[src/rtl/pattern_ram_sp.sv]
// Single-port pattern RAM: registered inputs, one-cycle read, write-through, async-reset output path.
// Optional post-reset clear sweep under PATTERN_RAM_CLEAR_EN (writes INIT_VALUE to every word).
module pattern_ram_sp #(
  parameter int                     ADDR_WIDTH = 8,
  parameter int                     DATA_WIDTH = 8,
  parameter int                     DEPTH      = 2 ** ADDR_WIDTH,
  parameter logic [DATA_WIDTH-1:0]  INIT_VALUE = '0
) (
  input  logic                  clock,
  input  logic                  rst_n,
  input  logic [ADDR_WIDTH-1:0] address,
  input  logic [DATA_WIDTH-1:0] data,
  input  logic                  wren,
  output logic [DATA_WIDTH-1:0] q,
  output logic                  init_busy
);

  localparam logic [ADDR_WIDTH:0]   DEPTH_W = (ADDR_WIDTH + 1)'(DEPTH);
  localparam logic [ADDR_WIDTH-1:0] LAST    = ADDR_WIDTH'(DEPTH - 1);

  logic [DATA_WIDTH-1:0] mem [DEPTH];
  logic                  in_range;
  logic                  busy;
  logic                  wr_en;
  logic [ADDR_WIDTH-1:0] wr_addr;
  logic [DATA_WIDTH-1:0] wr_dat;

  assign in_range = ({1'b0, address} < DEPTH_W);

`ifdef PATTERN_RAM_CLEAR_EN
  logic [ADDR_WIDTH-1:0] sweep_addr;

  // busy comes up set so any reset, including one mid-sweep, restarts from word 0
  always_ff @(posedge clock or negedge rst_n) begin
    if (!rst_n) begin
      busy       <= 1'b1;
      sweep_addr <= '0;
    end else if (busy) begin
      if (sweep_addr == LAST) busy <= 1'b0;
      else                    sweep_addr <= sweep_addr + 1'b1;
    end
  end

  always_comb begin
    wr_en   = wren & in_range;
    wr_addr = address;
    wr_dat  = data;
    if (busy) begin
      wr_en   = 1'b1;
      wr_addr = sweep_addr;
      wr_dat  = INIT_VALUE;
    end
  end
`else
  logic unused_init;

  assign unused_init = ^INIT_VALUE;
  assign busy        = 1'b0;
  assign wr_en       = wren & in_range;
  assign wr_addr     = address;
  assign wr_dat      = data;
`endif

  assign init_busy = busy;

  // Contents are kept across reset; reset only blocks the write.
  always_ff @(posedge clock or negedge rst_n) begin
    if (!rst_n) begin
    end else if (wr_en) begin
      mem[wr_addr] <= wr_dat;
    end
  end

  always_ff @(posedge clock or negedge rst_n) begin
    if (!rst_n)                q <= '0;
    else if (busy || !in_range) q <= '0;
    else if (wren)             q <= data;
    else                       q <= mem[address];
  end

endmodule

[config.mk]
export PLATFORM = sky130hd
export DESIGN_NAME = pattern_ram_sp
export DESIGN_NICKNAME = d
export VERILOG_FILES = /design/src/rtl/pattern_ram_sp.sv
export SDC_FILE = /design/constraint.sdc
export NUM_CORES = 2
export LEC_CHECK = 0
export CAP_MARGIN = 40
export CELL_PAD_IN_SITES_DETAIL_PLACEMENT = 0
export CELL_PAD_IN_SITES_GLOBAL_PLACEMENT = 2
export CORE_ASPECT_RATIO = 0.75
export CORE_UTILIZATION = 57
export CTS_BUF_LIST = sky130_fd_sc_hd__clkbuf_8
export CTS_CLUSTER_SIZE = 24
export DETAILED_ROUTE_END_ITERATION = 10
export PLACE_DENSITY = 0.85
export SYNTH_ARGS = -nofsm -noshare
export SYNTH_HDL_FRONTEND = slang
export SYNTH_SLANG_ARGS = --single-unit
[constraint.sdc]
create_clock -name clock -period 6.8 [get_ports clock]
set_clock_uncertainty 0.2 [all_clocks]
set_input_delay 2.04 -clock clock [delete_from_list [all_inputs] [get_ports clock]]
set_output_delay 2.04 -clock clock [all_outputs]
set_load 0.02 [all_outputs]
# Yosys cells after proc, flatten, opt, wreduce, memory -nomap -nowiden
# Memory sizes are Yosys's and may differ from the RTL's.
# Cells that the tools add are included.
totals:
  reg_bits: 8
  ramBits: 2048
  input_bits: 19
  out_inout_bits: 9
  elab_cells: 6
  mem_count: 1
classes:
  mux: 3
  reduce_logical: 1
mem_list:
  columns: ["name", "words", "word_bits", "read_ports", "rd_clocked_by_memory_dff", "write_ports", "line_no", "text"]
  rows:
  - ["mem", 256, 8, 1, 0, 1, "21", "logic [DATA_WIDTH-1:0] mem [DEPTH];"]
op_table:
  columns: ["operator", "n"]
  rows:
  - ["$mux W8", 1]
  - ["$mux W1", 2]
  - ["$logic_and A1 B1 Y1", 1]

# Longest topological paths before layout
depth:
  ltp_word: 3
  depth_mapped: 14
  ltp_nobuf: 8

# Worst setup path after synthesis
# No wires, ideal clock.
synth_path:
  kind: "input -> register"
  startpoint: "in address[0]"
  endpoint: "mem mem[121][0] (enable)"
  setup_ns: 0.370
  t_arrival_ns: 4.173
  required_ns: 6.230
  slack_ns: 2.057
  stages: 10
  n_path_buf: 7
  path_cell_list: "buf_6 -> buf_4 -> buf_4 -> buf_4 -> buf_4 -> buf_4 -> nor2b_1 -> nand2_1 -> clkbuf_1 -> nor2_1"
synth_rtl:
  columns: ["item", "line_no", "text"]
  rows:
  - ["start: declaration", "11", "input logic [ADDR_WIDTH-1:0] address,"]
  - ["end: declaration", "21", null]
# No word-level cell before the write port.

# Worst setup path in the final report
layout_path:
  startpoint: "in address[6]"
  endpoint: "reg q[4]"
layout_via:
  elab_chain_len: 2
layout_rtl:
  columns: ["item", "line_no", "text"]
  rows:
  - ["$mem_v2 Z256 W8", null, null]
  - ["$mux W8", "77", "else if (wren) q <= data;"]
  - ["end signal: assignment", "77", null]
  - ["end signal: assignment", "78", "else q <= mem[address];"]
  - ["end: declaration", "14", "output logic [DATA_WIDTH-1:0] q,"]
# No other way between the ends.

==> metrics <==
status=completed; async set-reset flop share out of synthesis=0.00389; Die Ht=327 um; register area share after synthesis=0.771; area of the multi-input gates=0.0172 mm^2; ranking of synthesized cells by area=edfxtp_1 77%, mux4_2 13%, mux2i_1 2.2%, nor2_1 1.4%, nand2_1 0.80%; Slew HR=0.337; final worst setup slack=1.86 ns; ANT nets after route=0; hold buffers post-CTS=0; Tightest Pin Transition=0.994 ns; DRC=0; CP Data Arrival Time=5.66 ns; crit share post-route=0.726; Post-synth EDFFs=2048; GPL Wtd Cong=0.858; CP Launch Type=input port; Clk Latency, worst-skew pair=1.03 ns; Place WS=0.996 ns; Die W=435 um; number of synthesized register bits=2056; P per Cell Area=273 mW/mm^2; WP buf/inv=1; Peak supply drop=0.219 mV; H-Tree Depth=5; Hold Slack=0.747 ns; share of layout cells above drive strength 1=0.258; top cells by instance count after synthesis=2048 x edfxtp_1, 476 x mux4_2, 290 x nor2_1; CP Cell Sequence=clkdlybuf4s50_1 -> nor2_1 -> nand3_1 -> a2111oi_0 -> o21ai_0 -> a21oi_1 -> or4_1 -> a221oi_1 -> a31oi_1; post-CTS resize count=0; initial antenna violation count=3; total number of vias=41835; Core Box Area=0.139 mm^2; maximum clock rate=202 MHz; clk slew on worst S/H paths=0.06 ns; die area=0.142 mm^2; Worst Hold Class=register to register; Routed WL=215 mm; Syn Nets=3863; Reg area=0.0617 mm^2; most common cell in the netlist=edfxtp_1; number of library cell types mapped by synthesis=59; 1st-pass router iterations=5; max incr delay on CP=0.74 ns; Final Max Slew Viols=0; vias in the first global route=41172; Syn Area/Cell=20.8 um^2; Setup TNS=0 ns; PortBufs=26; dominant synthesized flop cell=edfxtp_1; leakage power figure=28.6 nW; Synth Cell Area=0.0801 mm^2; Critical Path RT=7.52 ns; Crit Path Category=input port to register; crit-path leading delay family=simple AND/OR/NAND/NOR gates; Syn. warnings=0; CTS max path bufs=4; Hold Fails Final Rpt=0; Synth Instances=3844; HPWL after DPL=130 mm; crit path max fanout=20; Initial Utilization=0.577; Ports=28; grt ovf=0; Setup-failing EPs final=0; row count=118; clock root buffer=clkbuf_8; FILL cells=9316; post-synth top area share=0.768; Slowest-stage cell, CP=nand3_1; WL/cell=34.1 um; Area Growth Syn to Fin=11.5%; Post-CTS Setup Bufs=0; Crit. End Element=register; Layout Nets=4235; initial DRC count=5933; Max-Cap Viols=0; Synth area leader=edfxtp_1; CTS tree=done; Min Clock Period, post-route=4.94 ns; Num CTS Buffers=315; global-route usage over all layers=0.305; largest net degree at the start of global routing=176; RSZ-0062 raised after global routing=no; global-route wire length before repair=305 mm; number of vias per cell=6.66; # clock sinks=2056
cells by family (layout without fill, tap and decap cells):
kind of cell    Yosys count  count (layout)  synth area share
flops                  2056            2056             0.771
other cells               1               4         0.0000468
compound gates          257             257            0.0232
buf+inv                 246             823            0.0156
mux                     664             664             0.158
simple gates            620             620            0.0330
flip-flops by register name, indices dropped and copies added, names as in the netlist:
name,cells
mem,2048
q,8
worst min-delay path: stages (launching register included):
cell and delay [ns]:
edfxtp_1 0.31, mux4_2 0.23, o211a_1 0.13, a221oi_1 0.09, o21ai_0 0.15
area by class of cell:
class                   count  area share
clock buffers             325      0.0501
repair buffers            292      0.0307
diodes                      3   0.0000841
multi-input cells        1542       0.193
clock inverters           197     0.00889
flip-flops and latches   2056       0.691
well taps                1860      0.0261
inverters                   9    0.000463
routing by layer:
metal / track usage / part of all wire / vias up
met4: 0.104 / 0.032 / 0
li1: - / - / 16690
met2: 0.430 / 0.44 / 2813
met3: 0.0822 / 0.13 / 394
met1: 0.468 / 0.41 / 21938
met5: 0 / 0 / -
where the power goes:
group | total (W) | switching, W | leakage [nW] | internal (W)
clock | 0.00900 | 0.00461 | 3.09 | 0.00439
sequential | 0.0140 | 0.0000172 | 18.5 | 0.0140
combinational | 0.00136 | 0.000903 | 7.01 | 0.000460
final timing paths:
check / from / end / slack, ns / cells after the start
max reg2reg: mem[90][1] / q[1] / 3.66 / 6
max: address[6] / q[4] / 1.86 / 9
max in group asynchronous: rst_n / q[7] / 4.84 / 2
min: mem[62][3] / q[3] / 0.75 / 4
min reg2reg: mem[62][3] / q[3] / 0.75 / 4
min in group asynchronous: rst_n / q[0] / 1.13 / 1
through the flow:
stage	power (W)	instance area (um^2)	utilization	cells
CTS	0.0244	89200	0.642	6273
finish	0.0243	89300	0.643	6284
floorplan	0.0149	80100	-	3844
global route	0.0250	89300	0.643	6284
global placement	0.0156	83300	0.600	5684
detailed placement	0.0156	83900	0.605	5751
layout by cell type, fill, tap and decap left out, drive strengths merged, types with 4 or more instances in the layout:
cell,netlist,layout
and2,4,4
a22oi,42,42
a22o,4,4
a311oi,5,5
a32oi,40,40
o2111ai,4,4
a21oi,29,29
and3,7,7
a31oi,18,18
nand4,14,14
nor2b,25,25
nor2,290,290
a211oi,21,21
a221oi,9,9
mux4,476,476
nor3,17,17
clkbuf,97,333
o211ai,5,5
nand2b,11,11
o21ai,28,28
mux2,15,15
nand3,68,68
inv,8,115
o311ai,6,6
clkinv,1,88
nand2,170,170
clkdlybuf4s50,0,11
mux2i,173,173
edfxtp,2048,2048
dfrtp,8,8
o22a,5,5
o22ai,21,21
o221ai,6,6
buf,140,273
Power figures use the tool's default switching activity.
